File: config.mk
export PLATFORM = sky130hd
export DESIGN_NAME = vector_operand_loader
export DESIGN_NICKNAME = d
export VERILOG_FILES = /design/src/rtl/vec_pkg.sv /design/src/rtl/vector_operand_bank.sv /design/src/rtl/vector_operand_loader.sv
export SDC_FILE = /design/constraint.sdc
export NUM_CORES = 1
export LEC_CHECK = 0
export BUFFER_PORTS_ARGS = -buffer_cell sky130_fd_sc_hd__buf_2
export CAP_MARGIN = 40
export CORE_ASPECT_RATIO = 0.9
export CORE_MARGIN = 4
export CORE_UTILIZATION = 54
export CTS_CLUSTER_DIAMETER = 120
export DETAILED_ROUTE_END_ITERATION = 12
export PLACE_DENSITY_LB_ADDON = 0.15
export SLEW_MARGIN = 40
export SYNTH_ARGS = -nofsm -noshare
export SYNTH_HDL_FRONTEND = slang
export SYNTH_SLANG_ARGS = --single-unit
export TNS_END_PERCENT = 50
File: constraint.sdc
create_clock -name clk -period 5.2 [get_ports clk]
set_input_delay 1.04 -clock clk [delete_from_list [all_inputs] [get_ports clk]]
set_output_delay 1.04 -clock clk [all_outputs]
set_load 0.1 [all_outputs]
File: src/rtl/vec_pkg.sv
// Shared constants and state type for the vector operand loader.
package vec_pkg;

    localparam int N_ELEM         = 5;   // elements per vector
    localparam int N_WORDS        = 10;  // A and B together
    localparam int IDX_W          = 4;   // wide enough to index N_WORDS
    localparam int DEFAULT_STRIDE = 4;   // byte step between elements

    typedef enum logic [1:0] {
        IDLE  = 2'd0,
        FETCH = 2'd1,
        LAST  = 2'd2,
        VALID = 2'd3
    } vec_state_e;

endpackage

File: src/rtl/vector_operand_bank.sv
// Ten-entry operand register file: entries 0..4 are A, 5..9 are B.
module vector_operand_bank
    import vec_pkg::*;
#(
    parameter int DATA_W = 32
) (
    input  logic              clk,
    input  logic              reset_n,
    input  logic              we,
    input  logic [IDX_W-1:0]  widx,
    input  logic [DATA_W-1:0] wdata,
    output logic [DATA_W-1:0] a_0,
    output logic [DATA_W-1:0] a_1,
    output logic [DATA_W-1:0] a_2,
    output logic [DATA_W-1:0] a_3,
    output logic [DATA_W-1:0] a_4,
    output logic [DATA_W-1:0] b_0,
    output logic [DATA_W-1:0] b_1,
    output logic [DATA_W-1:0] b_2,
    output logic [DATA_W-1:0] b_3,
    output logic [DATA_W-1:0] b_4
);

    logic [DATA_W-1:0] regs [N_WORDS];

    // Write one entry per cycle; reset clears the whole file asynchronously.
    always_ff @(posedge clk or negedge reset_n) begin
        if (!reset_n) begin
            for (int k = 0; k < N_WORDS; k++) begin
                regs[k] <= '0;
            end
        end else if (we && (widx < IDX_W'(N_WORDS))) begin
            regs[widx] <= wdata;
        end
    end

    assign a_0 = regs[0];
    assign a_1 = regs[1];
    assign a_2 = regs[2];
    assign a_3 = regs[3];
    assign a_4 = regs[4];
    assign b_0 = regs[5];
    assign b_1 = regs[6];
    assign b_2 = regs[7];
    assign b_3 = regs[8];
    assign b_4 = regs[9];

endmodule

File: src/rtl/vector_operand_loader.sv
// Fetches vectors A and B (5 words each) from a 1-cycle-latency read port
// and presents them, with the latched ALU op, to the vector ALU.
//
// Handshake: vec_valid is high only in VALID and the operands are stable
// while it is high. A transfer happens on the rising edge where vec_valid
// and vec_ready are both 1; the loader is back in IDLE the next cycle.
// vec_ready outside VALID has no effect.
module vector_operand_loader
    import vec_pkg::*;
#(
    parameter int DATA_W = 32,
    parameter int ADDR_W = 32,
    parameter int OP_W   = 3,
    parameter int STRIDE = DEFAULT_STRIDE
) (
    input  logic              clk,
    input  logic              reset_n,
    input  logic              start,
    input  logic [ADDR_W-1:0] base_a,
    input  logic [ADDR_W-1:0] base_b,
    input  logic [OP_W-1:0]   op,
    output logic              busy,
    output logic              mem_re,
    output logic [ADDR_W-1:0] mem_addr,
    input  logic [DATA_W-1:0] mem_rdata,
    output logic [DATA_W-1:0] a_0,
    output logic [DATA_W-1:0] a_1,
    output logic [DATA_W-1:0] a_2,
    output logic [DATA_W-1:0] a_3,
    output logic [DATA_W-1:0] a_4,
    output logic [DATA_W-1:0] b_0,
    output logic [DATA_W-1:0] b_1,
    output logic [DATA_W-1:0] b_2,
    output logic [DATA_W-1:0] b_3,
    output logic [DATA_W-1:0] b_4,
    output logic [OP_W-1:0]   alu_op,
    output logic              vec_valid,
    input  logic              vec_ready,
    output vec_state_e        dbg_state
);

    vec_state_e        state_q, state_d;
    logic [IDX_W-1:0]  issue_q;     // index currently on the read port
    logic [IDX_W-1:0]  cap_idx_q;   // index whose data is on mem_rdata
    logic              cap_en_q;    // mem_rdata carries a requested word
    logic [ADDR_W-1:0] base_a_q;
    logic [ADDR_W-1:0] base_b_q;
    logic              issue_last;
    logic [IDX_W-1:0]  issue_next;

    // Element address; indices 0..4 walk A, 5..9 walk B, modulo 2^ADDR_W.
    function automatic logic [ADDR_W-1:0] elem_addr(
        input logic [ADDR_W-1:0] ba,
        input logic [ADDR_W-1:0] bb,
        input logic [IDX_W-1:0]  idx
    );
        if (idx < IDX_W'(N_ELEM)) begin
            return ba + ADDR_W'(STRIDE) * ADDR_W'(idx);
        end
        return bb + ADDR_W'(STRIDE) * ADDR_W'(idx - IDX_W'(N_ELEM));
    endfunction

    assign issue_last = (issue_q == IDX_W'(N_WORDS - 1));
    assign issue_next = issue_q + IDX_W'(1);

    // State register.
    always_ff @(posedge clk or negedge reset_n) begin
        if (!reset_n) begin
            state_q <= IDLE;
        end else begin
            state_q <= state_d;
        end
    end

    // Next-state logic.
    always_comb begin
        state_d = state_q;
        case (state_q)
            IDLE:    if (start)      state_d = FETCH;
            FETCH:   if (issue_last) state_d = LAST;
            LAST:                    state_d = VALID;
            VALID:   if (vec_ready)  state_d = IDLE;
            default:                 state_d = IDLE;
        endcase
    end

    // Request issue, operand latching and the capture pipeline stage.
    always_ff @(posedge clk or negedge reset_n) begin
        if (!reset_n) begin
            issue_q   <= '0;
            cap_idx_q <= '0;
            cap_en_q  <= 1'b0;
            base_a_q  <= '0;
            base_b_q  <= '0;
            alu_op    <= '0;
            mem_re    <= 1'b0;
            mem_addr  <= '0;
        end else begin
            // Data for the request issued this cycle arrives next cycle.
            cap_en_q  <= mem_re;
            cap_idx_q <= issue_q;
            if (state_q == IDLE && start) begin
                base_a_q <= base_a;
                base_b_q <= base_b;
                alu_op   <= op;
                issue_q  <= '0;
                mem_re   <= 1'b1;
                mem_addr <= base_a;
            end else if (state_q == FETCH) begin
                if (issue_last) begin
                    mem_re <= 1'b0;   // address holds its last value
                end else begin
                    issue_q  <= issue_next;
                    mem_addr <= elem_addr(base_a_q, base_b_q, issue_next);
                end
            end
        end
    end

    assign busy      = (state_q != IDLE);
    assign vec_valid = (state_q == VALID);
    assign dbg_state = state_q;

    vector_operand_bank #(
        .DATA_W (DATA_W)
    ) u_bank (
        .clk     (clk),
        .reset_n (reset_n),
        .we      (cap_en_q),
        .widx    (cap_idx_q),
        .wdata   (mem_rdata),
        .a_0     (a_0),
        .a_1     (a_1),
        .a_2     (a_2),
        .a_3     (a_3),
        .a_4     (a_4),
        .b_0     (b_0),
        .b_1     (b_1),
        .b_2     (b_2),
        .b_3     (b_3),
        .b_4     (b_4)
    );

endmodule

Yosys cells after proc, flatten, opt, wreduce, memory -nomap -nowiden
Index checks and enable logic that the tools add are counted.
{"block": "totals", "reg_bits": 431, "latchBits": 0, "mem_bits_rw": 0, "mem_bits_ro": 0, "inputBits": 103, "output_inout_bits": 360, "elab_cells": 68, "n_memories": 0}
{"block": "op_classes", "n_addsub": 4, "n_mul": 0, "div": 0, "n_lt_le_gt_ge": 4, "eq_ne": 8, "shift": 0, "n_mux": 22, "n_bitwise": 1, "reduce_logical": 10}
{"operator": "bitwise mux 320 bit", "n": 1}
{"operator": "2-to-1 mux 32 bit", "n": 6}
{"operator": "demux 32 bit (select 4 bit)", "n": 1}
{"operator": "adder 32 bit", "n": 1}
{"operator": "adder 32 x 6 -> 32 bit", "n": 1}
{"operator": "2-to-1 mux 4 bit", "n": 3}
{"operator": "one-hot mux 2 bit (4 select lines)", "n": 1}
{"operator": "2-to-1 mux 1 bit", "n": 7}
{"operator": "2-to-1 mux 2 bit", "n": 3}
{"operator": "nonzero test 2 bit", "n": 3}
{"operator": "greater-or-equal comparator 5 bit (second input constant)", "n": 1}
{"operator": "< comparator 5 x 1 -> 1 bit (second input constant)", "n": 1}
{"operator": "inverter 4 -> 5 bit", "n": 1}
{"operator": "subtractor 4 x 3 -> 5 bit (second input constant)", "n": 1}
{"operator": "adder 4 x 1 -> 4 bit (second input constant)", "n": 1}
{"operator": "equality test 2 bit (second input constant)", "n": 2}
{"operator": "equality test 4 bit (second input constant)", "n": 1}
{"operator": "< comparator 4 x 3 -> 1 bit (second input constant)", "n": 1}
{"operator": "< comparator 4 bit (second input constant)", "n": 1}
{"operator": "!= test 2 x 1 -> 1 bit (second input constant)", "n": 2}
{"operator": "!= test 2 bit (second input constant)", "n": 2}
{"operator": "AND reduction 2 bit", "n": 2}
{"operator": "logical AND 1 bit", "n": 3}
{"operator": "AND reduction 3 bit", "n": 1}
{"operator": "2 further kinds", "n": 2}

Longest topological paths before layout
{"block": "depth", "ltp_word": 10, "ltp_mapped": 14, "depth_no_buf": 14}

Hierarchy
Synthesis repeated with hierarchy kept, for this count alone.
{"block": "unflattened", "cells_unflattened": 1561, "hier_area_um2": 19067.0}
{"mod": "vector_operand_bank", "n_inst": 1, "cells_per_inst": 722, "area_each_um2": 12134.1, "seq_area_each_um2": 8007.7}
{"mod": "vector_operand_loader", "n_inst": 1, "cells_per_inst": 839, "area_each_um2": 6932.9, "seq_area_each_um2": 2777.7}

Worst setup path before layout
No wires, ideal clock.
{"block": "synth_timing", "kind": "register -> register", "startpoint": "register issue_q[0]", "endpoint": "register mem_addr[30]", "setup_time_ps": 125, "arrival_ps": 4066, "t_required_ps": 5075, "path_slack_ps": 1009, "stages_incl_launch_ff": 14, "path_buffers": 2, "period_less_slack_ps": 4191, "path_cell_list": "dfrtp_1 > clkbuf_1 > nand3_1 > o22ai_1 > ha_1 > buf_6 > a21oi_1 > o21ai_1 > or4_1 > a32oi_1 > or3b_1 > a21oi_1 > xor2_1 > a21oi_1"}
{"block": "synth_between", "elab_chain_len": 10, "word_cells_on_any_way": 17, "classes_between": "add/sub: 4; order compare: 1; eq/ne: 2; mux: 9; reduce/logical: 1"}
{"element": "from (decl)", "line_no": "vector_operand_loader.sv:43", "source": "logic [IDX_W-1:0] issue_q;"}
{"element": "from (signal assigned)", "line_no": "vector_operand_loader.sv:113", "source": "issue_q <= issue_next;"}
{"element": "parallel branches: the longest is 10 deep, another holds adder 32 bit"}
{"element": "to (signal assigned)", "line_no": "vector_operand_loader.sv:108", "source": "mem_addr <= base_a;"}
{"element": "to (signal assigned)", "line_no": "vector_operand_loader.sv:114", "source": "mem_addr <= elem_addr(base_a_q, base_b_q, issue_next);"}
{"element": "to (decl)", "line_no": "vector_operand_loader.sv:24", "source": "output logic [ADDR_W-1:0] mem_addr,"}
Several ways; the timed one is not identified. The select of a mux whose other input is x is not followed.
A chain may end at the register's enable or synchronous reset.

Worst setup path after layout
Same ends and word-level chain as after synthesis.

==> results.toml <==
[grt]
track_usage_pct = 28.7
grt-ovfl-total = 0
grt_max_degree = 114
grt_pass1_vias = 14100
antenna_found_initial = 6
grt_pass1_wl_um = 85100

[sta]
finalCritPeriodShare_pct = 74.9
worstMarginPinSlew_ns = 0.860
min_period_ns = 3.90
maxSlewHeadroom_pct = 42.4
fin_skew_ns = 0.0195
grt_setup_unrepaired = "no"
slew_viol_final = 0
setup_tns_ns = 0
max_freq_mhz = 257
hold_violations = 0
setup_viol = 0

[worst_setup_path]
r2r_end = "mem_addr[30]$_DFFE_PN0P_"
cp_slowest_cell = "dfrtp_1"
cp.arrival_ns = 4.33
r2r_cells = 13
path_cells = "ha_1 > a21oi_1 > o22ai_2 > buf_4 > ha_1 > a21oi_1 > o21ai_1 > or4_1 > a32oi_1 > or3b_1 > a21oi_1 > xor2_1 > a21oi_1"
cp_max_fo = 26
cp_slowest_stage_delay_ns = 0.55
cp_data_required_time_ns = 5.63
r2r_setup_slack_ns = 1.30
cp-start-kind = "flop"
reg2reg_from = "issue_q[0]$_DFFE_PN0P_"
criticalPathCategory = "flop to flop"
cp-end-kind = "flop"
critPathMostFrequentCell = "a21oi_1"

[logic_synthesis]
synth-async-reset-ratio_pct = 100
seq_area_frac_synth_pct = 56.6
yosysWarnings = 0
syn-mean-instance-area_um2 = 12.0
synth_seq_cells = 431
netlist_instances = 1581
yosys_most_used_dff = "dfrtp_1"
netlist_area_um2 = 19000
synth_edf_count = 0
ys_types = 73
mappedNetlistNets = 1725

[die]
rows = 64
die-area_um2 = 38300
core-area_um2 = 34400
floorplan.initialDensity_pct = 55.3
die_h_um = 186
die_w_um = 206
io-pin-count = 463

[cells_and_area]
layout_common_cells = "buf_2 (461), dfrtp_1 (431), mux2_2 (315)"
nets = 2144
syn2layout_area_growth_pct = 21.7
drive_gt1_share_pct = 44.0
nFillCells = 2665
final_common_cell = "buf_2"

[clocking]
cts_made_buffers = 43
ctsResizeCount = 0
htree_levels = 2
clk_path_buf_depth = 3
clk_latency_ns = 0.55
postCtsSetupBuffers = 0
cts_hold_buf = 0
cts.sinks = 431
clk_pin_slew_worst_paths_ns = 0.07
cts_root_buf = "clkbuf_16"
cts_tree = "done"

[placement]
gp_congestion = 0.991
place_hpwl_um = 40700
io_buffers = 462

[drt]
drt_wl_total_um = 56500
via_count = 14000
vias_per_cell = 5.61
drtIter0Drc = 940
wl_per_cell_um = 22.6
dr.pass1.iters = 5
drc = 0
ant_nets = 0

[min_path]
hold_path.class = "input port to asynchronous set/reset pin"

[run]
maxCapViolCount = 0

[outcome]
status = "finished, final reports clean"
[worst max path at each step]
stage                                       from                        to  slack (ns)  depth (start not counted)
after CTS                 issue_q[0]$_DFFE_PN0P_  mem_addr[30]$_DFFE_PN0P_        1.34                         13
after global placement    issue_q[0]$_DFFE_PN0P_  mem_addr[30]$_DFFE_PN0P_        1.38                         13
after global routing      issue_q[0]$_DFFE_PN0P_  mem_addr[30]$_DFFE_PN0P_        1.09                         13
final                     issue_q[0]$_DFFE_PN0P_  mem_addr[30]$_DFFE_PN0P_        1.30                         13
after detailed placement  issue_q[0]$_DFFE_PN0P_  mem_addr[30]$_DFFE_PN0P_        1.39                         13
after floorplan           issue_q[0]$_DFFE_PN0P_  mem_addr[30]$_DFFE_PN0P_        1.01                         13
[metrics by stage]
step	area [um2]	setup slack (ns)	utilization [%]	std cells	hold WS, ns
global route	23200	1.09	67.3	2499	0.429
CTS	23100	1.34	67.2	2494	0.412
detailed placement	21700	1.39	63.1	2416	0.397
finish	23200	1.30	67.3	2499	0.404
global placement	21700	1.38	63.1	2416	0.392
floorplan	19000	1.01	-	1581	0.349
[routing by layer]
metal | vias up | part of all wire [%] | global-route usage (%)
met3 | 98 | 7.6 | 6.26
met1 | 7047 | 43 | 39.9
met4 | 0 | 3.5 | 9.26
li1 | 6364 | - | -
met5 | - | 0 | 0
met2 | 513 | 46 | 45.7
[registers in the layout, indices dropped and copies added (netlist names)]
name	cells
u_bank.b_4	32
dbg_state	2
mem_re	1
u_bank.b_0	32
cap_idx_q	4
cap_en_q	1
u_bank.a_4	32
u_bank.a_0	32
u_bank.b_3	32
issue_q	4
u_bank.a_3	32
u_bank.a_2	32
u_bank.b_2	32
base_a_q	32
mem_addr	32
u_bank.a_1	32
base_b_q	32
alu_op	3
u_bank.b_1	32
[logic make-up (layout without fill, tap and decap cells)]
logic type	Yosys count	count (layout)	synth area share [%]
DFF	431	431	56.6
and+or+nand+nor	397	397	9.01
muxes	326	326	19.2
AOI/OAI and AO/OA	206	206	6.95
buffers and inverters	126	578	2.87
xor gates and xnor gates	53	53	2.48
adders and majority gates	42	42	2.82
other	0	4	0
[synthesized netlist by cell type (15+ instances only)]
master | n | area, um2
dfrtp_1 | 431 | 10800
mux2_2 | 315 | 3550
nand2_1 | 257 | 965
a21oi_1 | 60 | 300
o21ai_0 | 54 | 270
buf_1 | 49 | 184
clkbuf_1 | 44 | 165
nor2_1 | 42 | 158
ha_1 | 39 | 488
xnor2_1 | 30 | 263
nand3_1 | 28 | 140
xor2_1 | 22 | 193
inv_1 | 19 | 71.3
nand4_1 | 17 | 106
o21ai_1 | 15 | 75.1
[final cells by class]
cell class	count	area [um2]	share of cell area (%)
Sequential cell	431	10800	46.5
Multi-Input combinational cell	1024	7790	33.6
Timing Repair Buffer	481	2530	10.9
Clock buffer	63	1270	5.48
Tap cell	462	578	2.49
Clock inverter	15	148	0.637
Inverter	19	71.3	0.308
Antenna cell	4	10.0	0.0432
[worst max-delay path, delay by kind of cell (launching register included)]
family | cells | cell delay [ns]
AND/OR/NAND/NOR | 2 | 0.78
flip-flops | 1 | 0.55
AO/OA/AOI/OAI | 7 | 1.20
XOR/XNOR | 1 | 0.16
adder cells (fa/ha/maj) | 2 | 0.73
buffers and inverters | 1 | 0.34
Power is left out: the tool's default activity adds up to more than one toggle a clock period on the data nets, which glitch-free logic cannot reach.
